**src/rtl/cont4bits2.sv**
```systemverilog
// cont4bits2 -- 4-bit wrap-around counter with a terminal-count flag.
//
// Counts from 0 up to MAX_COUNT and wraps to 0. TC is high for the cycle in
// which the counter is enabled and about to wrap, so it can drive the enable
// of a cascaded next-stage counter directly.
//
// Optional feature: define CONT4BITS2_UPDOWN_EN to add the `updown` port
// (1 = up, 0 = down). Down counting runs from MAX_COUNT to 0 and wraps back
// to MAX_COUNT; TC then flags Q == 0. With the macro undefined the counter
// counts up only. Port order, reset and timing are the same in both builds.
//
// Handshake: none. `enable` and `updown` are plain level controls sampled on
// the rising clock edge; the caller keeps them synchronous to clk.
module cont4bits2 #(
  parameter int unsigned MAX_COUNT = 15
) (
  input  logic       clk,
  input  logic       reset_n,
  input  logic       enable,
`ifdef CONT4BITS2_UPDOWN_EN
  input  logic       updown,
`endif
  output logic [3:0] Q,
  output logic       TC
);

  // Terminal value in the counter's own width; legal MAX_COUNT is 1..15.
  localparam logic [3:0] C_MAX = 4'(MAX_COUNT);

  logic [3:0] r_q;
  logic       w_count_up;
  logic       w_at_top;
  logic       w_above_top;
  logic       w_at_bottom;
  logic       w_wrap;
  logic [3:0] w_q_next;

  // Direction select: the down path only exists when the feature is built in.
`ifdef CONT4BITS2_UPDOWN_EN
  assign w_count_up = updown;
`else
  assign w_count_up = 1'b1;
`endif

  // Compare the current count against the two wrap points. Values above
  // MAX_COUNT cannot be reached by counting, but if one is present (e.g.
  // after an upset) the next up-count edge must still return to 0.
  assign w_at_top    = (r_q == C_MAX);
  assign w_above_top = (r_q >  C_MAX);
  assign w_at_bottom = (r_q == 4'd0);

  // Wrap condition for the selected direction.
  always_comb begin
    w_wrap = 1'b0;
    if (w_count_up) begin
      w_wrap = w_at_top;
    end else begin
      w_wrap = w_at_bottom;
    end
  end

  // Next count value when enabled; direction changes take effect on the very
  // next edge because nothing here is pipelined.
  always_comb begin
    w_q_next = r_q;
    if (w_count_up) begin
      if (w_at_top || w_above_top) begin
        w_q_next = 4'd0;
      end else begin
        w_q_next = r_q + 4'd1;
      end
    end else begin
      if (w_at_bottom) begin
        w_q_next = C_MAX;
      end else begin
        w_q_next = r_q - 4'd1;
      end
    end
  end

  // Count register: async clear, hold when disabled, step when enabled.
  always_ff @(posedge clk or negedge reset_n) begin
    if (!reset_n) begin
      r_q <= 4'd0;
    end else if (enable) begin
      r_q <= w_q_next;
    end
  end

  assign Q  = r_q;

  // Zero-latency terminal count, gated by enable so it can feed a cascade.
  assign TC = enable & w_wrap;

endmodule

```
**config.mk**
```make
export PLATFORM = sky130hd
export DESIGN_NAME = cont4bits2
export DESIGN_NICKNAME = d
export VERILOG_FILES = /design/src/rtl/cont4bits2.sv
export SDC_FILE = /design/constraint.sdc
export NUM_CORES = 1
export LEC_CHECK = 0
export CORE_AREA = 2 2 39 41
export CTS_CLUSTER_DIAMETER = 30
export DETAILED_ROUTE_END_ITERATION = 7
export DIE_AREA = 0 0 41 43
export GPL_TIMING_DRIVEN = 0
export PLACE_DENSITY = 0.38
export SKIP_LAST_GASP = 1
export SYNTH_ARGS = -nofsm -noshare
export SYNTH_HDL_FRONTEND = slang
export SYNTH_SLANG_ARGS = --single-unit
```
**constraint.sdc**
```tcl
create_clock -name clk -period 1 [get_ports clk]
set_input_delay 0.2 -clock clk [delete_from_list [all_inputs] [get_ports clk]]
set_output_delay 0.2 -clock clk [all_outputs]
set_load 0.02 [all_outputs]
```
==> impl_metrics.csv, run 1 <==
group,metric,value,unit
routing,num_vias,200,
setup_path,crit_path_end_kind,"output port",
routing,viasPerCell,3.85,
pwr,p_sw,444,µW
layout,layout_commonest_cell,"buf_4",
layout,diodes,0,
pwr,p_leak,0.174,nW
setup_path,crit_arrival,1040,ps
pwr,pwr-share-seq,0.286,
timing,setup_violations,9,
pwr,p_int,741,µW
clock_network,cts_tree,"built",
timing,rsz0062_at_grt,"yes",
floorplanning,die_area,1760,µm²
clock_network,holdBufCountCts,0,
floorplanning,fp.dieW,41,µm
run_status,outcome,"finished with violations",
global_routing,grt_overflow_total,0,
routing,drt_iter0_markers,3,
logic_synthesis,ys_seq_area_frac,0.533,
setup_path,required,800,ps
layout,final_cell_mix,"6 x buf_4, 5 x buf_6, 3 x dfrtp_2, 3 x clkbuf_4",
routing,drc,0,
timing,fin_ws,-245,ps
logic_synthesis,yosysTopAreaCell,"dfrtp_1",
logic_synthesis,syn-num-nets,23,
placement,port_buffers,7,
job,drv_cap,0,
clock_network,h-tree-depth,1,
logic_synthesis,synth_area,188,µm²
setup_path,r2r_start,"Q[1]",
logic_synthesis,synth.distinct_cells,12,
pwr,combPwrFrac,0.549,
timing,max_clock_freq,0.803,GHz
timing,drv_slew,0,
pwr,power.share.switching,0.375,
pwr,power_density,3030,nW/µm²
layout,largest_register_ff_count,4,
timing,worst_slew_pin_slew,219,ps
clock_network,cts_num_sinks,4,
clock_network,clk_pin_slew_worst_paths,40,ps
floorplanning,core_area,1380,µm²
floorplanning,die_h,43,µm
layout,area_delta_synth_final,108,%
floorplanning,io_pins,8,
global_routing,grt_max_degree,7,
global_routing,antenna_found_initial,0,
floorplanning,start_util,0.136,
logic_synthesis,syn_area_per_cell,9.88,µm²
clock_network,numCtsBuffers,3,
timing,fin_crit,1240,ps
layout,drive_gt1_frac,0.639,
clock_network,cts_root_buf,"clkbuf_4",
timing,slew_headroom,0.854,
layout,fillers,141,
global_routing,grt_pass1_wl,917,µm
logic_synthesis,synth_area_leaders,"dfrtp_1 53%, ha_1 6.7%, mux2_2 6.0%, nand2_1 6.0%, nand3_1 5.3%",
floorplanning,rows,14,
routing,wl_per_cell,10.3,µm
setup_path,worstPathMaxFanout,3,
pwr,peakVddDrop,0.000910,V
timing,fin_skew,4.04,ps
layout,nNetsFinal,42,
routing,dr.pass1.iters,2,
logic_synthesis,ys_ff_latch,4,
pwr,clock_power_share,0.165,
global_routing,grt_pass1_vias,224,
pwr,p_total,1.18,mW
timing,period_share,1.24,
clock_network,clk_latency,230,ps
routing,drt-total-wl,533,µm
setup_path,start_kind,"flip-flop",
timing,report.final.hold_viol_count,0,
layout,fin_util,0.282,
placement,globalplace.congestion,0.610,
worst_hold_path,hold_class,"in -> async",
logic_synthesis,synth_top_cell_area_share,0.533,
global_routing,gr-usage-all-layers,0.0825,
timing,holdWs,185,ps
run_status,violations,"negative setup slack",
logic_synthesis,synthCells,19,
setup_path,worstSetupStartpoint,"Q[1]",
setup_path,slowest_delay,420,ps
routing,postRouteAntennaNets,0,
setup_path,crit_path_cell_trace,"ha_4 > nand2_4 > nor2_4 > buf_6",
clock_network,clockBufferDepth,2,
setup_path,cp_slowest_cell,"dfrtp_2",
setup_path,critical_path_class,"reg -> out",
logic_synthesis,yosys_warnings,0,
==> logic make-up after synthesis <==
kind of cell | share of synthesized area
and+or+nand+nor | 0.167
AOI/OAI and AO/OA | 0.107
DFF | 0.533
xor gates and xnor gates | 0.0467
buffers and inverters | 0.0200
muxes | 0.0600
adders and majority gates | 0.0667
==> area by class of cell <==
cell class	instances	area (µm²)	share of cell area
Multi-Input combinational cell	14	115	0.295
Tap cell	16	20.0	0.0513
Clock buffer	3	22.5	0.0577
Sequential cell	4	104	0.266
Inverter	1	3.75	0.00962
Timing Repair Buffer	14	125	0.321
==> routing by layer <==
layer,routed length (µm),part of all wire,GRT usage
met5,0,0,0
met3,57,0.11,0.0524
met1,230,0.43,0.100
met2,245,0.46,0.100
met4,0,0,0.0600
==> worst max-delay path, delay by kind of cell (launching register included) <==
kind / cells / cell delay [ps]
buf+inv: 1 / 120
flops: 1 / 420
fa+ha+maj: 1 / 180
simple gates: 2 / 90
==> per-stage QoR <==
step                area, µm²  cells  worst slack, ps  setup TNS [ps]
CTS                       383     52             -266            -746
floorplan                 200     19            -98.8            -184
detailed placement        290     42             -827           -2350
global placement          290     42             -825           -2300
global route              390     52             -279           -1020
finish                    390     52             -245            -646
==> what timing repair did <==
| item | 4_1_cts | 5_1_grt |
|---|---|---|
| hold endpoints to repair | 0 | 0 |
| pin swaps | 1 | 2 |
| resized for setup | 33 | 3 |
| setup endpoints to repair | 6 | 9 |
| buffers inserted | 7 | 1 |
==> synthesized netlist by cell type, drive strengths merged <==
| library cell | count |
|---|---|
| nand4 | 1 |
| dfrtp | 4 |
| ha | 1 |
| o21ai | 3 |
| a21oi | 1 |
| mux2 | 1 |
| inv | 1 |
| nand2 | 3 |
| xnor2 | 1 |
| nor2 | 1 |
| nand3 | 2 |
==> final timing paths <==
path,end,slack [ps],cells after the start
hold reg to reg,Q[3],600,2
setup / recovery,TC,-240,4
min in group clk,Q[0],440,2
setup reg to reg,Q[0],-70,5
max in group asynchronous,Q[0],610,1
hold / removal,Q[3],190,1
==> power by group through the flow <==
stage | combinational, mW | sequential, mW | clock [mW]
floorplan | 0.147 | 0.404 | 0
global placement | 0.406 | 0.333 | 0
detailed placement | 0.412 | 0.335 | 0
CTS | 0.598 | 0.335 | 0.207
global route | 0.709 | 0.354 | 0.220
finish | 0.650 | 0.339 | 0.195
Note: power is estimated with default switching activity, not from simulation.
==> run 2: changes to the inputs <==
--- a/config.mk
+++ b/config.mk
@@ -6,11 +6,12 @@
 export NUM_CORES = 1
 export LEC_CHECK = 0
 export CORE_AREA = 2 2 39 41
-export CTS_CLUSTER_DIAMETER = 30
+export CTS_CLUSTER_DIAMETER = 40
 export DETAILED_ROUTE_END_ITERATION = 7
 export DIE_AREA = 0 0 41 43
 export GPL_TIMING_DRIVEN = 0
-export PLACE_DENSITY = 0.38
+export PLACE_DENSITY = 0.37
+export SKIP_CTS_REPAIR_TIMING = 1
 export SKIP_LAST_GASP = 1
 export SYNTH_ARGS = -nofsm -noshare
 export SYNTH_HDL_FRONTEND = slang
==> constraint.sdc (replaced) <==
create_clock -name clk -period 1.15 [get_ports clk]
set_input_delay 0.23 -clock clk [delete_from_list [all_inputs] [get_ports clk]]
set_output_delay 0.23 -clock clk [all_outputs]
set_load 0.02 [all_outputs]
==> run 2 against run 1 <==
Effect of this change:
- the flow still finishes with violations (negative setup slack)
- combinational power shrank 51%
- worst hold slack gained 31 ps
- flip-flop and latch count is the same
- sequential share of layout area grew 6.5 points
- global-route usage shrank 1.0 points
- largest cell class is now flip-flops and latches
==> impl_metrics.csv, run 2 (synthesized netlist as in run 1, its figures left out) <==
group,metric,value,unit
run_status,outcome,"finished with violations",
run_status,violations,"negative setup slack",
timing,setup_violations,1,
setup_path,cp_slowest_cell,"dfrtp_2",
timing,period_share,1.25,
floorplanning,core_area,1380,µm²
routing,wl_per_cell,9.58,µm
setup_path,path_buf_inv,1,
global_routing,antenna_found_initial,0,
job,drv_cap,0,
clock_network,cts_root_buf,"clkbuf_4",
clock_network,clk_latency,230,ps
routing,dr.pass1.iters,2,
timing,fin_ws,-282,ps
pwr,p_total,780,µW
timing,worst_slew_pin_slew,228,ps
placement,placedCellCount,42,
layout,final_cell_mix,"4 x dlymetal6s2s_1, 3 x nand2_1, 3 x clkbuf_4",
setup_path,start_kind,"flip-flop",
layout,fin_util,0.224,
timing,setup_tns,-282,ps
routing,postRouteAntennaNets,0,
timing,fin_crit,1430,ps
floorplanning,die_h,43,µm
clock_network,numCtsBuffers,3,
setup_path,r2r_slack,70,ps
setup_path,critical_path_class,"reg -> out",
setup_path,crit_path_end_kind,"output port",
placement,hpwl,304,µm
worst_hold_path,hold_class,"in -> async",
timing,slew_headroom,0.848,
clock_network,cts_tree,"built",
floorplanning,fp.dieW,41,µm
clock_network,clockBufferDepth,2,
layout,finalNonFillerCells,45,
clock_network,clk_pin_slew_worst_paths,40,ps
global_routing,grt_overflow_total,0,
global_routing,gr-usage-all-layers,0.0724,
timing,fin_skew,2.15,ps
timing,report.final.hold_viol_count,0,
layout,nNetsFinal,35,
placement,globalplace.congestion,0.623,
setup_path,critPathTopFamily,"flip-flops",
layout,fillers,144,
placement,pre_cts_ws,-740,ps
setup_path,crit_arrival,1200,ps
floorplanning,rows,14,
setup_path,crit_path_cell_trace,"ha_1 > nand2_1 > nor2_4 > clkbuf_2",
layout,layout_commonest_cell,"dlymetal6s2s_1",
global_routing,grt_pass1_wl,738,µm
layout,fin_area,310,µm²
timing,max_clock_freq,0.698,GHz
routing,drt_iter0_markers,4,
floorplanning,io_pins,8,
setup_path,required,920,ps
global_routing,grt_pass1_vias,184,
routing,viasPerCell,3.60,
timing,rsz0062_at_grt,"yes",
placement,port_buffers,7,
setup_path,worstPathMaxFanout,5,
setup_path,slowest_delay,420,ps
pwr,p_leak,0.162,nW
routing,num_vias,162,
floorplanning,start_util,0.136,
global_routing,grt_max_degree,7,
floorplanning,die_area,1760,µm²
clock_network,h-tree-depth,1,
layout,drive_gt1_frac,0.310,
layout,area_delta_synth_final,65.3,%
timing,holdWs,216,ps
pwr,power_density,2510,nW/µm²
routing,drt-total-wl,431,µm
layout,largest_register_ff_count,4,
pwr,peakVddDrop,0.000613,V
layout,diodes,0,
clock_network,cts_num_sinks,4,
placement,dpl_cell_area,288,µm²
routing,drc,0,
timing,drv_slew,0,
[run 2: area by class of cell]
class / count / area [µm²] / share of cell area
flip-flops and latches: 4 / 103 / 0.331
inverters: 1 / 3.75 / 0.0121
well taps: 16 / 20.0 / 0.0645
clock buffers: 3 / 22.5 / 0.0726
repair buffers: 7 / 70.1 / 0.226
multi-input cells: 14 / 91.3 / 0.294
[run 2: layer usage]
metal  track usage  up-vias  part of all wire
met3        0.0314        2              0.11
met4         0.100        0             0.014
met1         0.100       65              0.54
met5             0        -                 0
li1              -       87                 -
met2        0.0625        8              0.33
[run 2: worst paths after layout]
kind	startpoint	to	cells after the start
setup / recovery	Q[0]	TC	4
hold / removal	reset_n	Q[3]	1
setup reg to reg	Q[0]	Q[1]	2
hold reg to reg	Q[3]	Q[3]	1
max in group asynchronous	reset_n	Q[1]	1
min in group clk	enable	Q[0]	2
[run 2: where the power goes]
part	leakage, nW	internal (mW)	switching, mW
combinational	0.102	0.149	0.171
clock	0.0138	0.117	0.0599
sequential	0.0461	0.208	0.0752
